File: src/rtl/instr_encoder.sv
// Purpose: assembles RV32I/A instruction words from decoded fields, flags bad opcodes and out-of-range immediates.
// Latency: 2 cycles from input transfer to out_valid; 1 word/cycle sustained with out_ready held high.
// Backpressure: 2-entry valid/ready pipeline; in_ready combinationally follows out_ready when both stages are full.
module instr_encoder #(
    parameter int INSTRUCTON_WIDTH = 32,
    parameter int CNT_WIDTH        = 16
) (
    input  logic                        clk,
    input  logic                        rst,
    input  logic                        in_valid,
    output logic                        in_ready,
    input  logic [6:0]                  in_opcode,
    input  logic [4:0]                  in_rd,
    input  logic [4:0]                  in_rs1,
    input  logic [4:0]                  in_rs2,
    input  logic [2:0]                  in_funct3,
    input  logic [31:0]                 in_imm,
    input  logic [6:0]                  in_funct7,
    output logic                        out_valid,
    input  logic                        out_ready,
    output logic [INSTRUCTON_WIDTH-1:0] out_instruction,
    output logic                        out_illegal,
    output logic [CNT_WIDTH-1:0]        out_count,
    output logic [CNT_WIDTH-1:0]        illegal_count
);

    // one-hot format class bit positions
    localparam int CLS_R   = 0;
    localparam int CLS_I   = 1;
    localparam int CLS_S   = 2;
    localparam int CLS_B   = 3;
    localparam int CLS_U   = 4;
    localparam int CLS_J   = 5;
    localparam int CLS_BAD = 6;

    function automatic logic [6:0] classify(input logic [6:0] op);
        logic [6:0] c;
        c = '0;
        case (op)
            7'b0110011, 7'b0101111:                         c[CLS_R]   = 1'b1;
            7'b0010011, 7'b0000011, 7'b1100111, 7'b1110011: c[CLS_I]   = 1'b1;
            7'b0100011:                                     c[CLS_S]   = 1'b1;
            7'b1100011:                                     c[CLS_B]   = 1'b1;
            7'b0010111, 7'b0110111:                         c[CLS_U]   = 1'b1;
            7'b1101111:                                     c[CLS_J]   = 1'b1;
            default:                                        c[CLS_BAD] = 1'b1;
        endcase
        return c;
    endfunction

    logic                        s1_valid;
    logic [6:0]                  s1_cls;
    logic [6:0]                  s1_op;
    logic [4:0]                  s1_rd;
    logic [4:0]                  s1_rs1;
    logic [4:0]                  s1_rs2;
    logic [2:0]                  s1_f3;
    logic [31:0]                 s1_imm;
    logic [6:0]                  s1_f7;

    logic                        s2_valid;
    logic [INSTRUCTON_WIDTH-1:0] s2_word;
    logic                        s2_illegal;

    logic                        s2_adv;
    logic                        s1_adv;
    logic                        in_xfer;
    logic                        out_xfer;

    logic [INSTRUCTON_WIDTH-1:0] enc_word;
    logic                        enc_illegal;
    logic                        imm_i_ok;
    logic                        imm_b_ok;
    logic                        imm_j_ok;
    logic                        imm_u_ok;

    assign s2_adv   = ~s2_valid | out_ready;
    assign s1_adv   = s1_valid & s2_adv;
    assign in_ready = ~s1_valid | s2_adv;
    assign in_xfer  = in_valid & in_ready;
    assign out_xfer = s2_valid & out_ready;

    assign out_valid       = s2_valid;
    assign out_instruction = s2_word;
    assign out_illegal     = s2_illegal;

    // an immediate fits when every bit above the format's sign bit matches it
    assign imm_i_ok = (&s1_imm[31:11]) | ~(|s1_imm[31:11]);
    assign imm_b_ok = ((&s1_imm[31:12]) | ~(|s1_imm[31:12])) & ~s1_imm[0];
    assign imm_j_ok = ((&s1_imm[31:20]) | ~(|s1_imm[31:20])) & ~s1_imm[0];
    assign imm_u_ok = ~(|s1_imm[11:0]);

    // assemble the word from S1 fields; out-of-range immediates still encode their truncated bits
    always_comb begin
        enc_word    = '0;
        enc_illegal = 1'b0;
        if (s1_cls[CLS_R]) begin
            enc_word = {s1_f7, s1_rs2, s1_rs1, s1_f3, s1_rd, s1_op};
        end else if (s1_cls[CLS_I]) begin
            enc_word    = {s1_imm[11:0], s1_rs1, s1_f3, s1_rd, s1_op};
            enc_illegal = ~imm_i_ok;
        end else if (s1_cls[CLS_S]) begin
            enc_word    = {s1_imm[11:5], s1_rs2, s1_rs1, s1_f3, s1_imm[4:0], s1_op};
            enc_illegal = ~imm_i_ok;
        end else if (s1_cls[CLS_B]) begin
            enc_word    = {s1_imm[12], s1_imm[10:5], s1_rs2, s1_rs1, s1_f3,
                           s1_imm[4:1], s1_imm[11], s1_op};
            enc_illegal = ~imm_b_ok;
        end else if (s1_cls[CLS_U]) begin
            enc_word    = {s1_imm[31:12], s1_rd, s1_op};
            enc_illegal = ~imm_u_ok;
        end else if (s1_cls[CLS_J]) begin
            enc_word    = {s1_imm[20], s1_imm[10:1], s1_imm[11], s1_imm[19:12], s1_rd, s1_op};
            enc_illegal = ~imm_j_ok;
        end else if (s1_cls[CLS_BAD]) begin
            enc_word    = '0;
            enc_illegal = 1'b1;
        end
    end

    // stage 1: capture the field set and its format class on an input transfer
    always_ff @(posedge clk) begin
        if (rst) begin
            s1_valid <= 1'b0;
            s1_cls   <= '0;
            s1_op    <= '0;
            s1_rd    <= '0;
            s1_rs1   <= '0;
            s1_rs2   <= '0;
            s1_f3    <= '0;
            s1_imm   <= '0;
            s1_f7    <= '0;
        end else if (in_xfer) begin
            s1_valid <= 1'b1;
            s1_cls   <= classify(in_opcode);
            s1_op    <= in_opcode;
            s1_rd    <= in_rd;
            s1_rs1   <= in_rs1;
            s1_rs2   <= in_rs2;
            s1_f3    <= in_funct3;
            s1_imm   <= in_imm;
            s1_f7    <= in_funct7;
        end else if (s1_adv) begin
            s1_valid <= 1'b0;
        end
    end

    // stage 2: register the assembled word; held stable while the output is stalled
    always_ff @(posedge clk) begin
        if (rst) begin
            s2_valid   <= 1'b0;
            s2_word    <= '0;
            s2_illegal <= 1'b0;
        end else if (s2_adv) begin
            s2_valid <= s1_valid;
            if (s1_valid) begin
                s2_word    <= enc_word;
                s2_illegal <= enc_illegal;
            end
        end
    end

    // handshake counters, both wrap naturally
    always_ff @(posedge clk) begin
        if (rst) begin
            out_count     <= '0;
            illegal_count <= '0;
        end else if (out_xfer) begin
            out_count <= out_count + 1'b1;
            if (s2_illegal) begin
                illegal_count <= illegal_count + 1'b1;
            end
        end
    end

endmodule
File: config.mk
export PLATFORM = sky130hd
export DESIGN_NAME = instr_encoder
export DESIGN_NICKNAME = d
export VERILOG_FILES = /design/src/rtl/instr_encoder.sv
export SDC_FILE = /design/constraint.sdc
export NUM_CORES = 1
export LEC_CHECK = 0
export BUFFER_PORTS_ARGS = -buffer_cell sky130_fd_sc_hd__buf_2
export CAP_MARGIN = 20
export CORE_MARGIN = 5
export CORE_UTILIZATION = 50
export CTS_BUF_LIST = sky130_fd_sc_hd__clkbuf_2
export CTS_CLUSTER_DIAMETER = 80
export DETAILED_ROUTE_END_ITERATION = 12
export PLACE_DENSITY = 0.85
export SYNTH_ARGS = -nofsm -noshare
export SYNTH_HDL_FRONTEND = slang
export SYNTH_SLANG_ARGS = --single-unit
export TNS_END_PERCENT = 10
File: constraint.sdc
create_clock -name clk -period 1.6 [get_ports clk]
set_clock_uncertainty 0.2 [all_clocks]
set_input_delay 0.24 -clock clk [delete_from_list [all_inputs] [get_ports clk]]
set_output_delay 0.24 -clock clk [all_outputs]
set_load 0.01 [all_outputs]
# After elaboration in Yosys (flattened, before gate mapping)
# Cells that the tools add are included.
# op_classes
n_reduce_logical,14
n_lt_le_gt_ge,0
mul,0
n_bitwise,19
n_eq_ne,11
mux,22
n_shift,0
div_mod_pow,0
n_addsub,2
# ops
op,count
$mux 32,6
$add 16x1->16 const B,2
$eq 7x6->1 const B,4
$eq 7x7->1 const B,4
$reduce_or 12->1,2
$reduce_and 21->1,1
$reduce_or 21->1,1
$reduce_and 20->1,1
$reduce_or 20->1,1
$mux 1,16
$eq 7x5->1 const B,2
$reduce_and 12->1,1
$reduce_or 11->1,1
$not 1->1,9
$eq 7x2->1 const B,1
$and 1x1->1,5
$or 1x1->1,5
$reduce_and 2->1,2
$reduce_or 2->1,2
$reduce_or 4->1,1
$reduce_bool 2->1,1
# totals
latch_bits,0
n_memories,0
rom_bits,0
input_bits,68
ram_bits,0
out_inout_bits,67
register_bits,138

# Logic depth before layout (Yosys ltp)
# Gate-level depths: netlist of run 1.
# logic_depth
word_depth,11
mapped_depth,7
ltp_nobuf,5

# Worst setup path before layout of run 1
# OpenSTA, ideal clock, no wires.
# synth_path
path_type,register to register
start,register out_count[7]
end,register out_count[11]
slack_ns,-0.106
synth_period_minus_slack_ns,1.706
stages_incl_launch_ff,6
n_path_buf,1
arrival_ns,1.435
path_cell_list,dfxtp_1 nand3_2 or3_1 buf_2 or3_1 a21oi_1
# synth_between
elab_chain_len,1
# synth_lines
item,line,text
start: declaration,23,"output logic [CNT_WIDTH-1:0] out_count,"
start signal: assignment,169,out_count <= out_count + 1'b1;
$add 16x1->16,169,
# No other way between the ends.
# A chain may end at the register's enable or synchronous reset.

# Worst setup path after layout of run 1
# layout_path
start,register s2_valid (netlist: out_valid)
end,output port in_ready
# layout_between
elab_chain_len,3
# layout_lines
item,line,text
start: declaration,61,logic s2_valid;
start signal: assignment,155,s2_valid <= s1_valid;
$not 1->1,77,assign s2_adv = ~s2_valid | out_ready;
$or 1x1->1,77,
$or 1x1->1,79,assign in_ready = ~s1_valid | s2_adv;
end: declaration,11,"output logic in_ready,"
# No other way between the ends.

==> results of run 1 <==
[what timing repair did]
| action | CTS | global route |
|---|---|---|
| hold buffers | 69 | 0 |
| buffers inserted | 14 | 10 |
| pin swaps | 13 | 12 |
| hold endpoints to repair | 138 | 0 |
| endpoints found under the setup margin | 104 | 134 |
| gates resized for setup | 163 | 95 |
[path summary, 6_finish.rpt]
kind,end,slack (ps),depth (start not counted)
worst max-delay path,in_ready,-310,3
worst min-delay path,s1_rs2[0],80,4
worst max register to register,out_instruction[27],-260,5
worst min register to register,s1_rs1[1],260,2
[power groups by stage]
| stage | combinational (uW) | sequential [uW] | clock (uW) |
|---|---|---|---|
| 6_report | 969 | 3650 | 2510 |
| 5_1_grt | 1030 | 3660 | 2670 |
| 3_3_place_gp | 670 | 3710 | 0 |
| 2_1_floorplan | 349 | 3710 | 0 |
| 4_1_cts | 876 | 3650 | 2470 |
| 3_5_place_dp | 684 | 3720 | 0 |
[routing by layer]
| layer | global-route usage [%] | share of wire, % |
|---|---|---|
| met2 | 52.3 | 51 |
| met3 | 8.55 | 7.7 |
| met4 | 13.5 | 4.9 |
| met1 | 31.3 | 36 |
| met5 | 0 | 0 |
[state kept, by name, summed over array words and instances, names as in the netlist]
name             cells
s1_valid             1
s1_cls               7
out_illegal          1
out_valid            1
s1_op                7
s1_rd                5
s1_f3                3
s1_f7                7
s1_rs2               5
out_instruction     32
out_count           16
s1_rs1               5
illegal_count       16
s1_imm              32
[per-stage QoR]
stage / util [%] / hold WS (ps) / instances / power (uW) / TNS [ps]
after floorplan: - / 169 / 742 / 4060 / -644
after global placement: 63.6 / 236 / 1052 / 4380 / -1650
after detailed placement: 63.6 / 242 / 1052 / 4400 / -2780
after CTS: 78.4 / 15.9 / 1167 / 7000 / -8890
after global routing: 82.3 / 27.4 / 1178 / 7360 / -18240
final: 82.3 / 83.5 / 1178 / 7130 / -10230
[cells by family after synthesis]
| kind of cell | share of synthesized area, % |
|---|---|
| adders and majority gates | 0.423 |
| AOI/OAI and AO/OA | 15.2 |
| xor gates and xnor gates | 4.14 |
| and+or+nand+nor | 27.9 |
| buffers and inverters | 4.46 |
| muxes | 1.14 |
| DFF | 46.7 |
[cell type report]
class                   instances  area [um^2]  area share, %
clock inverters                13          199           2.10
flip-flops and latches        138         2890           30.5
multi-input cells             542         3250           34.3
well taps                     143          179           1.89
clock buffers                  19         95.1           1.00
diodes                          1         2.50         0.0264
repair buffers                312         2820           29.8
inverters                      10         37.5          0.396
[synth_stat cells (11+ instances only)]
master / number
dfxtp_1: 138
nor2_1: 52
xor2_1: 17
clkbuf_1: 32
a31oi_1: 12
a21oi_1: 90
nand2_1: 181
buf_2: 13
nand3_1: 26
nor3_1: 26
xnor2_1: 11
o21ai_0: 11
[worst max-delay path: stages, from the launching register on]
cell and delay [ps]:
dfxtp_2 380, nand3b_1 110, buf_4 160, buf_6 120
==> impl_metrics.csv, run 1 <==
group,metric,value,unit
power_and_ir_drop,p_leak,0.00390,uW
detailed_routing,finalWirelength,23.2,mm
setup_path,worstPathArrival,1470,ps
detailed_routing,drc,0,
detailed_routing,routed_via_density,5.91,
global_routing,grt-ovfl-total,0,
setup_path,worstReg2RegStart,"s1_cls[3]",
detailed_routing,wire_per_inst,19.7,um
layout,design_area,9480,um^2
global_routing,antenna_found_initial,1,
status,violations,"negative setup slack",
synth,ys_ff_latch,138,
clock_tree,cts.clk_slew.worst_paths,220,ps
synth,synthCells,742,
placement,place_congestion,0.969,
synth,yosysUniqueCellTypes,51,
placement,port_buffers,134,
status,status,"complete, but fails checks",
detailed_routing,dr_total_vias,6964,
timing,maxSlewViolCount,0,
global_routing,grt_pass1_wl,33.2,mm
synth,yosysWarnings,0,
clock_tree,insertion_delay,730,ps
setup_path,end_kind,"output pin",
synth,ys_async_sr_fraction,0,%
floorplanning,die_area,14100,um^2
floorplanning,die_h,119,um
floorplanning,floorplan.initialDensity,51.4,%
timing,clock.fmax,0.523,GHz
clock_tree,cts_made_buffers,17,
synth,synth_top_area_share,46.7,%
global_routing,first_global_vias,6719,
power_and_ir_drop,p_seq_share,51.2,%
synth,ys.flop_type,"dfxtp_1",
power_and_ir_drop,ir_drop,0.886,mV
timing,final.setup.worst_slack,-310,ps
placement,dpl.hpwl,11.8,mm
global_routing,track_usage,29.1,%
layout,nets,1091,
synth,synth_area_leader_cell,"dfxtp_1",
placement,detailed_place.area,7330,um^2
synth,syn-num-nets,812,
power_and_ir_drop,power.density,752,nW/um^2
clock_tree,cts_tree,"done",
synth,ys_seq_area_share,46.7,%
detailed_routing,antenna_left,0,
power_and_ir_drop,swShare,26.8,%
setup_path,path_class,"flop to output pin",
setup_path,path_max_fanout,2,
timing,tightest_slew,484,ps
clock_tree,cts_buffer_depth,2,
setup_path,worstPathRequired,1160,ps
synth,synth_edf_count,0,
timing,finalSetupViolCount,113,
layout,mostFrequentLayoutCell,"nand2_1",
timing,finalCritPeriodShare,119,%
worst_hold_path,worstHoldStart,"in_rs2[0]",
timing,slew_headroom,67.7,%
detailed_routing,first_pass_iters,6,
floorplanning,ioPinCount,135,
power_and_ir_drop,p_switching,1910,uW
synth,synth.area.top_cells,"dfxtp_1, nand2_1, a21oi_1",
layout,layout_common_cells,"nand2_1, buf_6, a21oi_1, buf_4, dlygate4sd3_1",
layout,area_delta_synth_final,60.2,%
global_routing,grt_max_degree,50,
floorplanning,die_w,119,um
power_and_ir_drop,pwr-share-comb,13.6,%
synth,avgSynthCellArea,7.98,um^2
floorplanning,coreArea,11500,um^2
synth,mappedNetlistArea,5920,um^2
setup_path,startpoint_type,"flop",
timing,rsz0062_at_grt,"yes",
power_and_ir_drop,p_int,5220,uW
floorplanning,rows,39,
run,maxCapViolations,0,
power_and_ir_drop,p_clk_share,35.2,%
placement,pre_cts_ws,-183,ps
worst_hold_path,hold_class,"input port to flop",
clock_tree,clock_sinks,138,
clock_tree,cts-root-buf,"clkbuf_2",
layout,fillCellCount,619,
setup_path,worstSetupStartpoint,"out_valid",
timing,post-route-min-period,1910,ps
layout,drive_above_1_share,40.3,%
detailed_routing,drt_iter0_markers,857,
clock_tree,htreeDepth,4,
timing,finalHoldViolCount,0,
No activity file was read; power rests on OpenSTA's default activity.
==> run 2: changes to the inputs <==
--- a/config.mk
+++ b/config.mk
@@ -12,7 +12,7 @@
 export CTS_BUF_LIST = sky130_fd_sc_hd__clkbuf_2
 export CTS_CLUSTER_DIAMETER = 80
 export DETAILED_ROUTE_END_ITERATION = 12
-export PLACE_DENSITY = 0.85
+export PLACE_DENSITY = 0.78
 export SYNTH_ARGS = -nofsm -noshare
 export SYNTH_HDL_FRONTEND = slang
 export SYNTH_SLANG_ARGS = --single-unit
==> impl_metrics.csv, run 2 (synthesis results as in run 1) <==
group,metric,value,unit
layout,fillCellCount,607,
worst_hold_path,hold_class,"input port to flop",
timing,post-route-min-period,1940,ps
detailed_routing,routed_via_density,5.84,
timing,rsz0062_at_grt,"yes",
timing,clock.fmax,0.515,GHz
detailed_routing,first_pass_iters,5,
power_and_ir_drop,power.density,745,nW/um^2
placement,pre_cts_ws,-122,ps
layout,area_delta_synth_final,61.3,%
layout,mostFrequentLayoutCell,"nand2_1",
layout,layout_common_cells,"nand2_1, buf_6, buf_4",
global_routing,antenna_found_initial,0,
placement,port_buffers,134,
timing,finalHoldViolCount,0,
clock_tree,htreeDepth,4,
timing,slew_headroom,61.3,%
power_and_ir_drop,ir_drop,0.856,mV
status,violations,"negative setup slack",
setup_path,path_buf_inv,2,
timing,tightest_slew,576,ps
detailed_routing,finalWirelength,23.4,mm
global_routing,use_met2,49.7,%
global_routing,grt_max_degree,53,
setup_path,cp_cell_sequence,"nand3b_1 > buf_6 > buf_6",
floorplanning,floorplan.initialDensity,51.4,%
timing,finalSetupViolCount,152,
placement,place_congestion,0.863,
layout,diodes,0,
timing,final.setup.worst_slack,-342,ps
setup_path,worstPathArrival,1500,ps
setup_path,path_max_fanout,2,
setup_path,startpoint_type,"flop",
global_routing,gr-usage-met3,6.26,%
setup_path,path_common_cell,"buf_6",
clock_tree,cts_buffer_depth,2,
placement,dpl.hpwl,11.4,mm
timing,maxSlewViolCount,0,
status,status,"complete, but fails checks",
setup_path,crit_family,"flip-flops",
timing,holdWs,39.7,ps
setup_path,path_class,"flop to output pin",
layout,drive_above_1_share,43.8,%
setup_path,worstPathRequired,1160,ps
floorplanning,coreArea,11500,um^2
global_routing,grt-ovfl-total,0,
layout,design_area,9540,um^2
layout,fin_cells,1168,
detailed_routing,drc,0,
placement,place_inst,1047,
floorplanning,ioPinCount,135,
setup_path,cp_slowest_stage_delay,380,ps
floorplanning,die_h,119,um
detailed_routing,dr_total_vias,6826,
setup_path,end_kind,"output pin",
clock_tree,cts_made_buffers,17,
floorplanning,die_w,119,um
layout,post-route-util,82.9,%
power_and_ir_drop,p_leak,0.00392,uW
clock_tree,cts_tree,"done",
global_routing,track_usage,28.1,%
global_routing,first_global_vias,6549,
clock_tree,clock_sinks,138,
detailed_routing,antenna_left,0,
placement,detailed_place.area,7250,um^2
global_routing,grtUsageMet1,32.2,%
clock_tree,insertion_delay,760,ps
clock_tree,cts-root-buf,"clkbuf_2",
timing,finalCritPeriodShare,121,%
detailed_routing,drt_iter0_markers,827,
setup_path,crit_path_top_delay_cell,"dfxtp_2",
global_routing,busiest_layer,"met2",
clock_tree,cts.clk_slew.worst_paths,240,ps
detailed_routing,wire_per_inst,20.0,um
run,maxCapViolations,0,
floorplanning,rows,39,
floorplanning,die_area,14100,um^2
layout,nets,1083,
global_routing,grt_pass1_wl,32.3,mm
## run 2: final cells by class
| class | count | area [um^2] | share of cell area (%) |
|---|---|---|---|
| clock buffer | 18 | 90.1 | 0.944 |
| clock inverter | 13 | 178 | 1.86 |
| inverter | 10 | 37.5 | 0.393 |
| multi-input combinational | 542 | 3330 | 34.9 |
| sequential | 138 | 2900 | 30.3 |
| tap | 143 | 179 | 1.87 |
| timing repair buffer | 304 | 2830 | 29.7 |
## run 2: metal layers
| metal | vias up | share of wire [%] |
|---|---|---|
| li1 | 3086 | - |
| met1 | 3202 | 37 |
| met2 | 427 | 50 |
| met3 | 111 | 7.8 |
| met4 | 0 | 5.2 |
| met5 | - | 0 |
## run 2: path summary, 6_finish.rpt
check | depth (start not counted) | slack, ps | startpoint | to
setup / recovery | 3 | -340 | s1_valid | in_ready
hold / removal | 4 | 40 | in_imm[4] | s1_imm[4]
setup reg to reg | 4 | -180 | s1_cls[4] | out_instruction[8]
hold reg to reg | 2 | 260 | s1_f3[1] | s1_f3[1]
## run 2: what timing repair did
action / CTS / global route
resized for setup: 162 / 132
hold buffers: 68 / 0
pin swaps: 17 / 36
buffers inserted: 16 / 3
setup endpoints to repair: 102 / 196
endpoints found under the hold margin: 138 / 0
gates cloned: 0 / 8
## run 2: power by group
part | internal, uW | switching (uW) | total [uW]
combinational | 540 | 537 | 1080
clock | 1020 | 1370 | 2380
sequential | 3540 | 107 | 3650
total | 5100 | 2010 | 7110
## run 2: worst register-to-register path: cells and delay by family, from the launching register on
family	cells	cell delay (ps)
AOI/OAI and AO/OA	2	700
DFF	1	380
and+or+nand+nor	2	410
## run 2: metrics by stage
stage | setup TNS (ps) | total power [uW]
6_report | -14480 | 7110
5_1_grt | -23210 | 7310
4_1_cts | -19000 | 6820
3_5_place_dp | -1580 | 4380
3_3_place_gp | -741 | 4360
2_1_floorplan | -644 | 4060
